File: src/rtl/kernel_stream_feeder_pkg.sv
// Shared constants and types for the kernel stream feeder and its output FIFO.
package kernel_stream_feeder_pkg;

   localparam int unsigned FIFO_DEPTH = 2;
   localparam int unsigned FIFO_CNTW  = 2;
   // Wide enough for fifo_count + inflight (at most 3)
   localparam int unsigned CREDITW    = 3;

   typedef enum logic [1:0] {
      ST_IDLE,
      ST_RUN,
      ST_FLUSH,
      ST_DONE
   } feeder_state_t;

endpackage

File: src/rtl/kernel_stream_feeder_fifo.sv
// Two-entry register FIFO holding {stream1, stream0} pairs between memory and kernel.
module stream_fifo2
   import kernel_stream_feeder_pkg::*;
#(
   parameter int unsigned W = 64
) (
   input  logic                 i_clk,
   input  logic                 i_rst,
   input  logic                 i_push,
   input  logic                 i_pop,
   input  logic [W-1:0]         i_din,
   output logic [W-1:0]         o_dout,
   output logic                 o_empty,
   output logic                 o_full,
   output logic [FIFO_CNTW-1:0] o_count
);

   logic [W-1:0]         r_mem [FIFO_DEPTH];
   logic                 r_wr_ptr;
   logic                 r_rd_ptr;
   logic [FIFO_CNTW-1:0] r_count;
   logic                 w_push;
   logic                 w_pop;

   assign o_empty = (r_count == '0);
   assign o_full  = (r_count == FIFO_CNTW'(FIFO_DEPTH));
   assign o_count = r_count;
   assign o_dout  = r_mem[r_rd_ptr];
   assign w_pop   = i_pop & ~o_empty;
   // A full FIFO still takes a push when the head leaves in the same cycle
   assign w_push  = i_push & (~o_full | w_pop);

   always_ff @(posedge i_clk) begin
      if (i_rst) begin
         r_mem    <= '{default: '0};
         r_wr_ptr <= 1'b0;
         r_rd_ptr <= 1'b0;
         r_count  <= '0;
      end else begin
         if (w_push) begin
            r_mem[r_wr_ptr] <= i_din;
            r_wr_ptr        <= ~r_wr_ptr;
         end
         if (w_pop) begin
            r_rd_ptr <= ~r_rd_ptr;
         end
         case ({w_push, w_pop})
            2'b10:   r_count <= r_count + FIFO_CNTW'(1);
            2'b01:   r_count <= r_count - FIFO_CNTW'(1);
            default: r_count <= r_count;
         endcase
      end
   end

endmodule

File: src/rtl/kernel_stream_feeder.sv
// Streams nelems element pairs from two synchronous-read memories into a kernel's
// ivalid/iready input, with a credit-limited 2-entry FIFO hiding the read latency.
module kernel_stream_feeder
   import kernel_stream_feeder_pkg::*;
#(
   parameter int unsigned STREAMW = 32,
   parameter int unsigned ADDRW   = 10
) (
   input  logic               i_clk,
   input  logic               i_rst,
   input  logic               i_start,
   input  logic [ADDRW:0]     i_nelems,
   output logic               o_busy,
   output logic               o_done,
   output logic               o_rd_en,
   output logic [ADDRW-1:0]   o_rd_addr,
   input  logic [STREAMW-1:0] i_rd_data0,
   input  logic [STREAMW-1:0] i_rd_data1,
   output logic               o_ovalid,
   input  logic               i_oready,
   output logic [STREAMW-1:0] o_vin0_s0,
   output logic [STREAMW-1:0] o_vin1_s0
);

   localparam logic [ADDRW:0] CNT_ONE = (ADDRW+1)'(1);

   feeder_state_t         r_state;
   logic [ADDRW:0]        r_nelems;
   logic [ADDRW:0]        r_issued;
   logic [ADDRW:0]        r_accepted;
   logic                  r_inflight;
   logic                  r_busy;
   logic                  r_done;

   logic                  w_rd_en;
   logic                  w_pop;
   logic                  w_empty;
   logic                  w_full;
   logic                  w_credit_ok;
   logic [FIFO_CNTW-1:0]  w_count;
   logic [CREDITW-1:0]    w_pending;
   logic [2*STREAMW-1:0]  w_dout;

   assign w_pop       = ~w_empty & i_oready;
   // Slots already spoken for once this cycle's push and pop have settled
   assign w_pending   = CREDITW'(w_count) + CREDITW'(r_inflight) - CREDITW'(w_pop);
   assign w_credit_ok = (w_pending < CREDITW'(FIFO_DEPTH));
   assign w_rd_en     = (r_state == ST_RUN) && (r_issued < r_nelems) && w_credit_ok;

   stream_fifo2 #(
      .W (2*STREAMW)
   ) u_fifo (
      .i_clk   (i_clk),
      .i_rst   (i_rst),
      .i_push  (r_inflight),
      .i_pop   (w_pop),
      .i_din   ({i_rd_data1, i_rd_data0}),
      .o_dout  (w_dout),
      .o_empty (w_empty),
      .o_full  (w_full),
      .o_count (w_count)
   );

   always_ff @(posedge i_clk) begin
      if (i_rst) begin
         r_state    <= ST_IDLE;
         r_nelems   <= '0;
         r_issued   <= '0;
         r_accepted <= '0;
         r_inflight <= 1'b0;
         r_busy     <= 1'b0;
         r_done     <= 1'b0;
      end else begin
         r_inflight <= w_rd_en;
         r_done     <= 1'b0;
         if (w_rd_en) r_issued <= r_issued + CNT_ONE;
         if (w_pop)   r_accepted <= r_accepted + CNT_ONE;
         case (r_state)
            ST_IDLE: begin
               if (i_start) begin
                  r_nelems   <= i_nelems;
                  r_issued   <= '0;
                  r_accepted <= '0;
                  if (i_nelems == '0) begin
                     r_state <= ST_DONE;
                     r_done  <= 1'b1;
                  end else begin
                     r_state <= ST_RUN;
                     r_busy  <= 1'b1;
                  end
               end
            end
            ST_RUN: begin
               if (w_rd_en && (r_issued + CNT_ONE == r_nelems)) r_state <= ST_FLUSH;
            end
            ST_FLUSH: begin
               if (w_pop && (r_accepted + CNT_ONE == r_nelems)) begin
                  r_state <= ST_DONE;
                  r_busy  <= 1'b0;
                  r_done  <= 1'b1;
               end
            end
            ST_DONE:  r_state <= ST_IDLE;
            default:  r_state <= ST_IDLE;
         endcase
      end
   end

   always_ff @(posedge i_clk) begin
      if (!i_rst) assert (!(r_inflight && w_full && !w_pop));
   end

   assign o_busy    = r_busy;
   assign o_done    = r_done;
   assign o_rd_en   = w_rd_en;
   assign o_rd_addr = r_issued[ADDRW-1:0];
   assign o_ovalid  = ~w_empty;
   assign o_vin0_s0 = w_dout[STREAMW-1:0];
   assign o_vin1_s0 = w_dout[2*STREAMW-1:STREAMW];

endmodule

File: config.mk
export PLATFORM = sky130hd
export DESIGN_NAME = kernel_stream_feeder
export DESIGN_NICKNAME = d
export VERILOG_FILES = /design/src/rtl/kernel_stream_feeder_pkg.sv /design/src/rtl/kernel_stream_feeder_fifo.sv /design/src/rtl/kernel_stream_feeder.sv
export SDC_FILE = /design/constraint.sdc
export NUM_CORES = 1
export LEC_CHECK = 0
export CAP_MARGIN = 10
export CORE_ASPECT_RATIO = 1.25
export CORE_MARGIN = 4
export CORE_UTILIZATION = 45
export DETAILED_ROUTE_END_ITERATION = 12
export GPL_ROUTABILITY_DRIVEN = 0
export GPL_TIMING_DRIVEN = 0
export PLACE_DENSITY = 0.82
export SLEW_MARGIN = 20
export SYNTH_ARGS = -nofsm -noshare
export SYNTH_HDL_FRONTEND = slang
export SYNTH_SLANG_ARGS = --single-unit
File: constraint.sdc
create_clock -name i_clk -period 9 [get_ports i_clk]
set_clock_uncertainty 0.1 [all_clocks]
set_input_delay 1.8 -clock i_clk [delete_from_list [all_inputs] [get_ports i_clk]]
set_output_delay 1.8 -clock i_clk [all_outputs]
set_load 0.02 [all_outputs]
Word level (Yosys, flattened, before mapping):

Index checks and enable logic that the tools add are counted.

* $add $sub $neg: 6
* order comparisons: 5
* equality and inequality tests: 12
* mux-type cells: 26
* bitwise operators: 10
* reduce and logical (&&, ||, !) cells: 13

Operators by type and width (count)
* $mux W64: 4
* $bwmux W128: 1
* $mux W11: 6
* $demux W64 S1: 1
* $add A11 B1 Y11 const B: 2
* $eq A11 B11 Y1: 2
* $logic_not A11 Y1: 1
* $lt A11 B11 Y1: 1
* $eq A2 B2 Y1 const B: 4
* $mux W2: 4
* $pmux W2 S4: 1
* $mux W1: 6
* $ne A2 B2 Y1 const B: 3
* $logic_and A1 B1 Y1: 5
* $eq A2 B1 Y1 const B: 2
* $ge A2 B2 Y1 const B: 2
* $logic_not A2 Y1: 2
* $not A1 Y1: 4
* $not A1 Y2: 2
* $pmux W1 S2: 2
* $pmux W2 S2: 1
* $reduce_and A4 Y1: 1
* $reduce_bool A2 Y1: 2
* $add A2 B1 Y3: 1
* other kinds (10): 12

* bits in registers: 170
* word-level logic and storage cells: 84

Longest topological paths before layout:

Gate-level depths: netlist of the first run.

* depth in word-level cells: 9
* depth in mapped cells: 15
* gate-level depth less buffers: 14

By module:

Synthesis of the first run repeated with hierarchy kept, for this count alone.

* cell total of the unflattened synthesis: 990
* area total of the unflattened synthesis: 8897.3 um2

Modules (own cells, without submodules)
* stream_fifo2: instances 1, cells each 659, area each 6263.5 um2
* kernel_stream_feeder: instances 1, cells each 331, area each 2633.8 um2

Worst setup path before layout of the first run:

OpenSTA, ideal clock, no wires.

* path kind: input port to output port
* start: input i_oready
* end: output o_rd_en
* arrival time: 3715 ps
* data required time: 7100 ps
* slack: 3385 ps
* cell stages on the path: 10
* path through: nand2_2 > inv_1 > ha_1 > nand2b_1 > fa_1 > xnor2_1 > nand4b_1 > a21oi_1 > and2_1 > clkbuf_1

* longest elaborated chain between the ends: 4

RTL lines
* start: declaration: line kernel_stream_feeder.sv:20 `input logic i_oready,`
* $and A1 B1 Y1: line kernel_stream_feeder.sv:44 `assign w_pop = ~w_empty & i_oready;`
* $sub A3 B1 Y3: line kernel_stream_feeder.sv:46 `assign w_pending = CREDITW'(w_count) + CREDITW'(r_inflight) - CREDITW'(w_pop);`
* $lt A3 B2 Y1: line kernel_stream_feeder.sv:47 `assign w_credit_ok = (w_pending < CREDITW'(FIFO_DEPTH));`
* $logic_and A1 B1 Y1: line kernel_stream_feeder.sv:48 `assign w_rd_en = (r_state == ST_RUN) && (r_issued < r_nelems) && w_credit_ok;`
* end: declaration: line kernel_stream_feeder.sv:15 `output logic o_rd_en,`

Every way passes these cells.

Worst setup path in the final report of the first run:

Ends and elaborated chain as after synthesis.

==> impl_metrics.env, run 1 <==
export IMPL_synthesis_nets=1095
export IMPL_synth_edf_count=0
export IMPL_synth_area_top_cells="dfxtp_1 42%, nand2_1 14%, a21oi_1 9.5%"
export IMPL_route_detailed_wl_per_inst_um=15.4
export IMPL_grt_pass1_vias=7272
export IMPL_grt_usage=0.213
export IMPL_fmax_ghz=0.143
export IMPL_die_x_um=128
export IMPL_cp_top_family="buffers and inverters"
export IMPL_initial_utilization=0.461
export IMPL_cp_common_cell="clkdlybuf4s50_1"
export IMPL_synth_top_area_share=0.421
export IMPL_required_ps=7100
export IMPL_clock_path_buffers=2
export IMPL_fin_util=0.599
export IMPL_hold_viol=0
export IMPL_cp_cell_sequence="clkdlybuf4s50_1 > nand2_2 > inv_1 > ha_1 > nand2b_1 > fa_1 > xnor2_1 > nand4b_1 > a21oi_1 > and2_1 > clkbuf_1 > clkdlybuf4s50_1"
export IMPL_overflow=0
export IMPL_start_kind="primary input"
export IMPL_ys_seq_elements=170
export IMPL_crit_slowest_cell="clkdlybuf4s50_1"
export IMPL_floorplan_die_area_um2=20200
export IMPL_io_pins=157
export IMPL_ant_nets=0
export IMPL_syn_avg_cell_area_um2=8.12
export IMPL_clk_pin_slew_worst_paths_ps=60
export IMPL_synth_warnings=0
export IMPL_fin_nets=1270
export IMPL_crit_path_end_kind="output port"
export IMPL_synthTopCellsByCount="299 x nand2_1, 170 x dfxtp_1, 153 x a21oi_1"
export IMPL_dr_pass1_iters=5
export IMPL_slew_headroom=0.452
export IMPL_areaGrowthSynthToFinish_pct=30.0
export IMPL_rows=54
export IMPL_vias_per_cell=5.29
export IMPL_cap_violations=0
export IMPL_seq_area_frac_synth=0.421
export IMPL_hold_buffers=0
export IMPL_die_h_um=158
export IMPL_io_buffers=156
export IMPL_fin_crit_sh=0.777
export IMPL_grt_pass1_wl_mm=34.8
export IMPL_crit_fanout=10
export IMPL_arrival_ps=5090
export IMPL_path_class="primary input to output port"
export IMPL_syn_instance_count=997
export IMPL_antenna_found_initial=0
export IMPL_finalMaxSlewViolations=0
export IMPL_synth_area_um2=8090
export IMPL_drt_total_wl_mm=21.7
export IMPL_ys_flop_type="dfxtp_1"
export IMPL_setup_violations=0
export IMPL_cts_repair_timing_setup_buffer_count=0
export IMPL_run_status="completed"
export IMPL_rsz0062_at_grt="false"
export IMPL_power_w=0.00222
export IMPL_htree_levels=4
export IMPL_post_cts_resized=0
export IMPL_tightest_slew_ps=820
export IMPL_grt_max_degree=17
export IMPL_finalInstanceArea_um2=10500
export IMPL_antenna_cells=0
export IMPL_critical_path_buf_inv_count=4
export IMPL_p_per_area_nw_per_um2=211
export IMPL_fin_crit_ps=6990
export IMPL_hpwl_mm=16.0
export IMPL_slowest_delay_ps=690
export IMPL_drtIter0Drc=352
export IMPL_num_vias=7448
export IMPL_peakVddDrop_v=0.000124
export IMPL_cts_tree="built"
export IMPL_holdCritPathClass="register to register"
export IMPL_timing_setup_tns_ps=0
export IMPL_synthArstFlopShare=0
export IMPL_synth_cell_types=66
export IMPL_yosys_cell_count_top_type="nand2_1"
export IMPL_clk_latency_ps=420
export IMPL_cts_buffers=17
export IMPL_leakage_nw=3.74
export IMPL_cts_num_sinks=170
export IMPL_synth_top_area_cell="dfxtp_1"
export IMPL_drc=0
export IMPL_placed_cell_area_um2=9930
export IMPL_drive_above_1_share=0.113
export IMPL_core_area_um2=17600
export IMPL_cts_root_buf="clkbuf_16"
-- cells in the final DEF (no fill, tap or decap), types with 3 or more instances in the layout --
| cell type | n |
|---|---|
| nand2_1 | 299 |
| dfxtp_1 | 170 |
| clkdlybuf4s50_1 | 156 |
| a21oi_1 | 153 |
| mux2_2 | 64 |
| clkbuf_1 | 53 |
| nor2_1 | 32 |
| inv_1 | 23 |
| xnor2_1 | 22 |
| xor2_1 | 20 |
| ha_1 | 18 |
| clkbuf_16 | 17 |
| nand4_1 | 14 |
| buf_4 | 11 |
| nand3_1 | 10 |
| and2_1 | 9 |
| nor3_1 | 8 |
| o21ai_0 | 8 |
| buf_2 | 7 |
| nor4_1 | 4 |
| and3_1 | 4 |
| inv_6 | 4 |
| or3_1 | 3 |
| buf_6 | 3 |
| a211oi_1 | 3 |
| o31ai_1 | 3 |
| a211o_1 | 3 |
| clkinv_4 | 3 |
| inv_8 | 3 |
-- sequential cells by signal (all words and copies together), names as in the netlist --
name	cells
u_fifo.r_wr_ptr	1
r_accepted	11
r_issued	11
u_fifo.o_count	2
u_fifo.r_rd_ptr	1
u_fifo.r_mem	128
o_done	1
r_inflight	1
r_nelems	11
r_state	2
o_busy	1
-- worst min-delay path: stages (launching register included) --
cell,delay (ps)
dfxtp_1,310
nand2_1,50
a21oi_1,50
-- stage by stage --
stage	cells	setup WS [ps]	hold slack, ps
2_1_floorplan	997	3390	333
3_3_place_gp	1377	2040	338
3_5_place_dp	1377	2010	344
4_1_cts	1408	1990	353
5_1_grt	1408	1770	369
6_report	1408	2010	352
-- cell type report --
type / count / area, um^2
Buffer: 75 / 354
Clock buffer: 19 / 453
Clock inverter: 12 / 130
Fill cell: 1522 / 7050
Inverter: 25 / 95.1
Multi-Input combinational cell: 727 / 4240
Sequential cell: 170 / 3400
Tap cell: 224 / 280
Timing Repair Buffer: 156 / 1560
-- final timing paths --
check,start,endpoint,slack [ps],cells past startpoint
setup / recovery,i_oready,o_rd_en,2010,12
hold / removal,u_fifo.r_mem[79]$_SDFFE_PP0P_,u_fifo.r_mem[79]$_SDFFE_PP0P_,350,2
hold reg to reg,u_fifo.r_mem[79]$_SDFFE_PP0P_,u_fifo.r_mem[79]$_SDFFE_PP0P_,350,2
setup reg to reg,u_fifo.o_count[1]$_SDFFE_PP0P_,r_issued[3]$_SDFF_PP0_,5680,15
-- routing by layer --
layer / global-route usage / share of wire
met5: 0 / 0
met4: 0.0895 / 0.033
met3: 0.0682 / 0.068
met2: 0.375 / 0.51
met1: 0.235 / 0.39
-- power breakdown --
part | total [W] | switching (W) | leakage, nW | internal (W)
logic | 0.000630 | 0.000353 | 2.08 | 0.000277
clock network | 0.000727 | 0.000322 | 0.291 | 0.000404
registers | 0.000863 | 0.0000483 | 1.37 | 0.000814
-- cell families after synthesis --
family / after synthesis / share of synthesized area
AND/OR/NAND/NOR: 407 / 0.218
buffers and inverters: 100 / 0.0555
flip-flops: 170 / 0.421
adder cells (fa/ha/maj): 20 / 0.0315
XOR/XNOR: 43 / 0.0489
multiplexers: 67 / 0.0929
AO/OA/AOI/OAI: 190 / 0.133
Note: power is estimated with default switching activity, not from simulation.
==> inputs of run 2 (changes only) <==
Settings changed: PLACE_DENSITY 0.82 to 0.85.
Clock period 9 ns to 5.9 ns, I/O delays scaled along.
==> run 2 against run 1 <==
  * Largest power group unchanged
  * Final cell count is essentially flat
  * Combinational power grew 54%
  * Register-to-register slack lost 3000 ps
==> impl_metrics.env, run 2 (synthesis gave the netlist of run 1 again) <==
export IMPL_nFillCells=1513
export IMPL_vias_per_cell=5.34
export IMPL_drc=0
export IMPL_clk_latency_ps=430
export IMPL_grt_pass1_vias=7434
export IMPL_grt_pass1_wl_mm=35.7
export IMPL_clockPowerShare=0.328
export IMPL_dr_pass1_iters=5
export IMPL_path_class="primary input to output port"
export IMPL_largest_reg_flops=128
export IMPL_slew_headroom=0.484
export IMPL_num_vias=7531
export IMPL_rows=54
export IMPL_hpwl_mm=16.3
export IMPL_combPwrFrac=0.285
export IMPL_die_h_um=158
export IMPL_io_buffers=156
export IMPL_fin_crit_ps=5620
export IMPL_tightest_slew_ps=771
export IMPL_layout_cells_most_common="nand2_1"
export IMPL_holdCritPathClass="register to register"
export IMPL_antenna_found_initial=0
export IMPL_internal_power_w=0.00231
export IMPL_required_ps=4620
export IMPL_hold_viol=0
export IMPL_crit_fanout=10
export IMPL_cts_buffers=17
export IMPL_multiInputGateArea_um2=4240
export IMPL_cts_num_sinks=170
export IMPL_grt_max_degree=17
export IMPL_cts_root_buf="clkbuf_16"
export IMPL_initial_utilization=0.461
export IMPL_crit_path_end_kind="output port"
export IMPL_leakage_nw=3.74
export IMPL_p_sw_w=0.00109
export IMPL_setup_violations=0
export IMPL_cap_violations=0
export IMPL_seqPwrFrac=0.386
export IMPL_drt_total_wl_mm=22.2
export IMPL_clock_path_buffers=2
export IMPL_fmax_ghz=0.178
export IMPL_route_detailed_wl_per_inst_um=15.8
export IMPL_largest_register="u_fifo.r_mem"
export IMPL_finalInstanceArea_um2=10500
export IMPL_die_x_um=128
export IMPL_timing_setup_tns_ps=0
export IMPL_cts_repair_timing_setup_buffer_count=0
export IMPL_hold_buffers=0
export IMPL_drtIter0Drc=403
export IMPL_antenna_cells=0
export IMPL_arrival_ps=4340
export IMPL_htree_levels=4
export IMPL_clk_pin_slew_worst_paths_ps=60
export IMPL_placed_cell_area_um2=9930
export IMPL_fin_crit_sh=0.953
export IMPL_start_kind="primary input"
export IMPL_finalMaxSlewViolations=0
export IMPL_peakVddDrop_v=0.000197
export IMPL_cts_tree="built"
export IMPL_fin_nets=1270
export IMPL_seq_area_um2=3400
export IMPL_overflow=0
export IMPL_switching_share=0.321
export IMPL_ant_nets=0
export IMPL_rsz0062_at_grt="false"
export IMPL_drive_above_1_share=0.113
export IMPL_io_pins=157
export IMPL_core_area_um2=17600
export IMPL_areaGrowthSynthToFinish_pct=30.0
export IMPL_run_status="completed"
export IMPL_grt_usage=0.218
export IMPL_floorplan_die_area_um2=20200
export IMPL_p_per_area_nw_per_um2=323
export IMPL_final_cell_mix="299 x nand2_1, 170 x dfxtp_1, 156 x clkdlybuf4s50_1, 153 x a21oi_1, 64 x mux2_2"
run 2: layout make-up:
type	count	share of cell area
Clock buffer	20	0.0425
Timing Repair Buffer	156	0.148
Sequential cell	170	0.324
Tap cell	224	0.0266
Buffer	75	0.0338
Multi-Input combinational cell	727	0.403
Clock inverter	12	0.0128
Inverter	25	0.00904
run 2: per-stage QoR:
stage / utilization / hold WS (ps) / worst slack [ps] / total power (W) / instances
2_1_floorplan: - / 333 / 1530 / 0.00193 / 997
5_1_grt: 0.599 / 372 / 27.0 / 0.00356 / 1409
6_report: 0.599 / 352 / 276 / 0.00340 / 1409
3_3_place_gp: 0.566 / 338 / 193 / 0.00228 / 1377
3_5_place_dp: 0.566 / 344 / 115 / 0.00230 / 1377
4_1_cts: 0.599 / 353 / 99.0 / 0.00341 / 1409
run 2: path summary, 6_finish.rpt:
kind,from,end,slack (ps),depth (start not counted)
hold / removal,u_fifo.r_mem[21]$_SDFFE_PP0P_,u_fifo.r_mem[21]$_SDFFE_PP0P_,350,2
setup reg to reg,u_fifo.o_count[1]$_SDFFE_PP0P_,r_state[1]$_SDFFE_PP0P_,2640,14
setup / recovery,i_oready,o_rd_en,280,12
hold reg to reg,u_fifo.r_mem[21]$_SDFFE_PP0P_,u_fifo.r_mem[21]$_SDFFE_PP0P_,350,2
run 2: per-layer routing:
| metal | vias up | part of all wire | GRT usage |
|---|---|---|---|
| met5 | - | 0 | 0 |
| met2 | 266 | 0.50 | 0.381 |
| met1 | 3515 | 0.40 | 0.253 |
| li1 | 3690 | - | - |
| met4 | 0 | 0.035 | 0.0945 |
| met3 | 60 | 0.065 | 0.0553 |
run 2: what timing repair did:
action	4_1_cts	5_1_grt
endpoints found under the hold margin	0	0
gates resized for setup	0	2
endpoints found under the setup margin	0	1
run 2: power by group through the flow:
stage	Combinational (W)	Sequential (W)	Clock, W
2_1_floorplan	0.000615	0.00132	0
3_3_place_gp	0.000945	0.00133	0
3_5_place_dp	0.000962	0.00134	0
4_1_cts	0.000969	0.00131	0.00113
5_1_grt	0.00106	0.00132	0.00118
6_report	0.000970	0.00131	0.00112
run 2: critical path: stages:
cell and delay, ps:
clkdlybuf4s50_1 440, nand2_2 200, inv_1 70, ha_1 260
nand2b_1 150, fa_1 380, xnor2_1 160, nand4b_1 130
a21oi_1 230, and2_1 220, clkbuf_2 270, clkdlybuf4s50_1 650
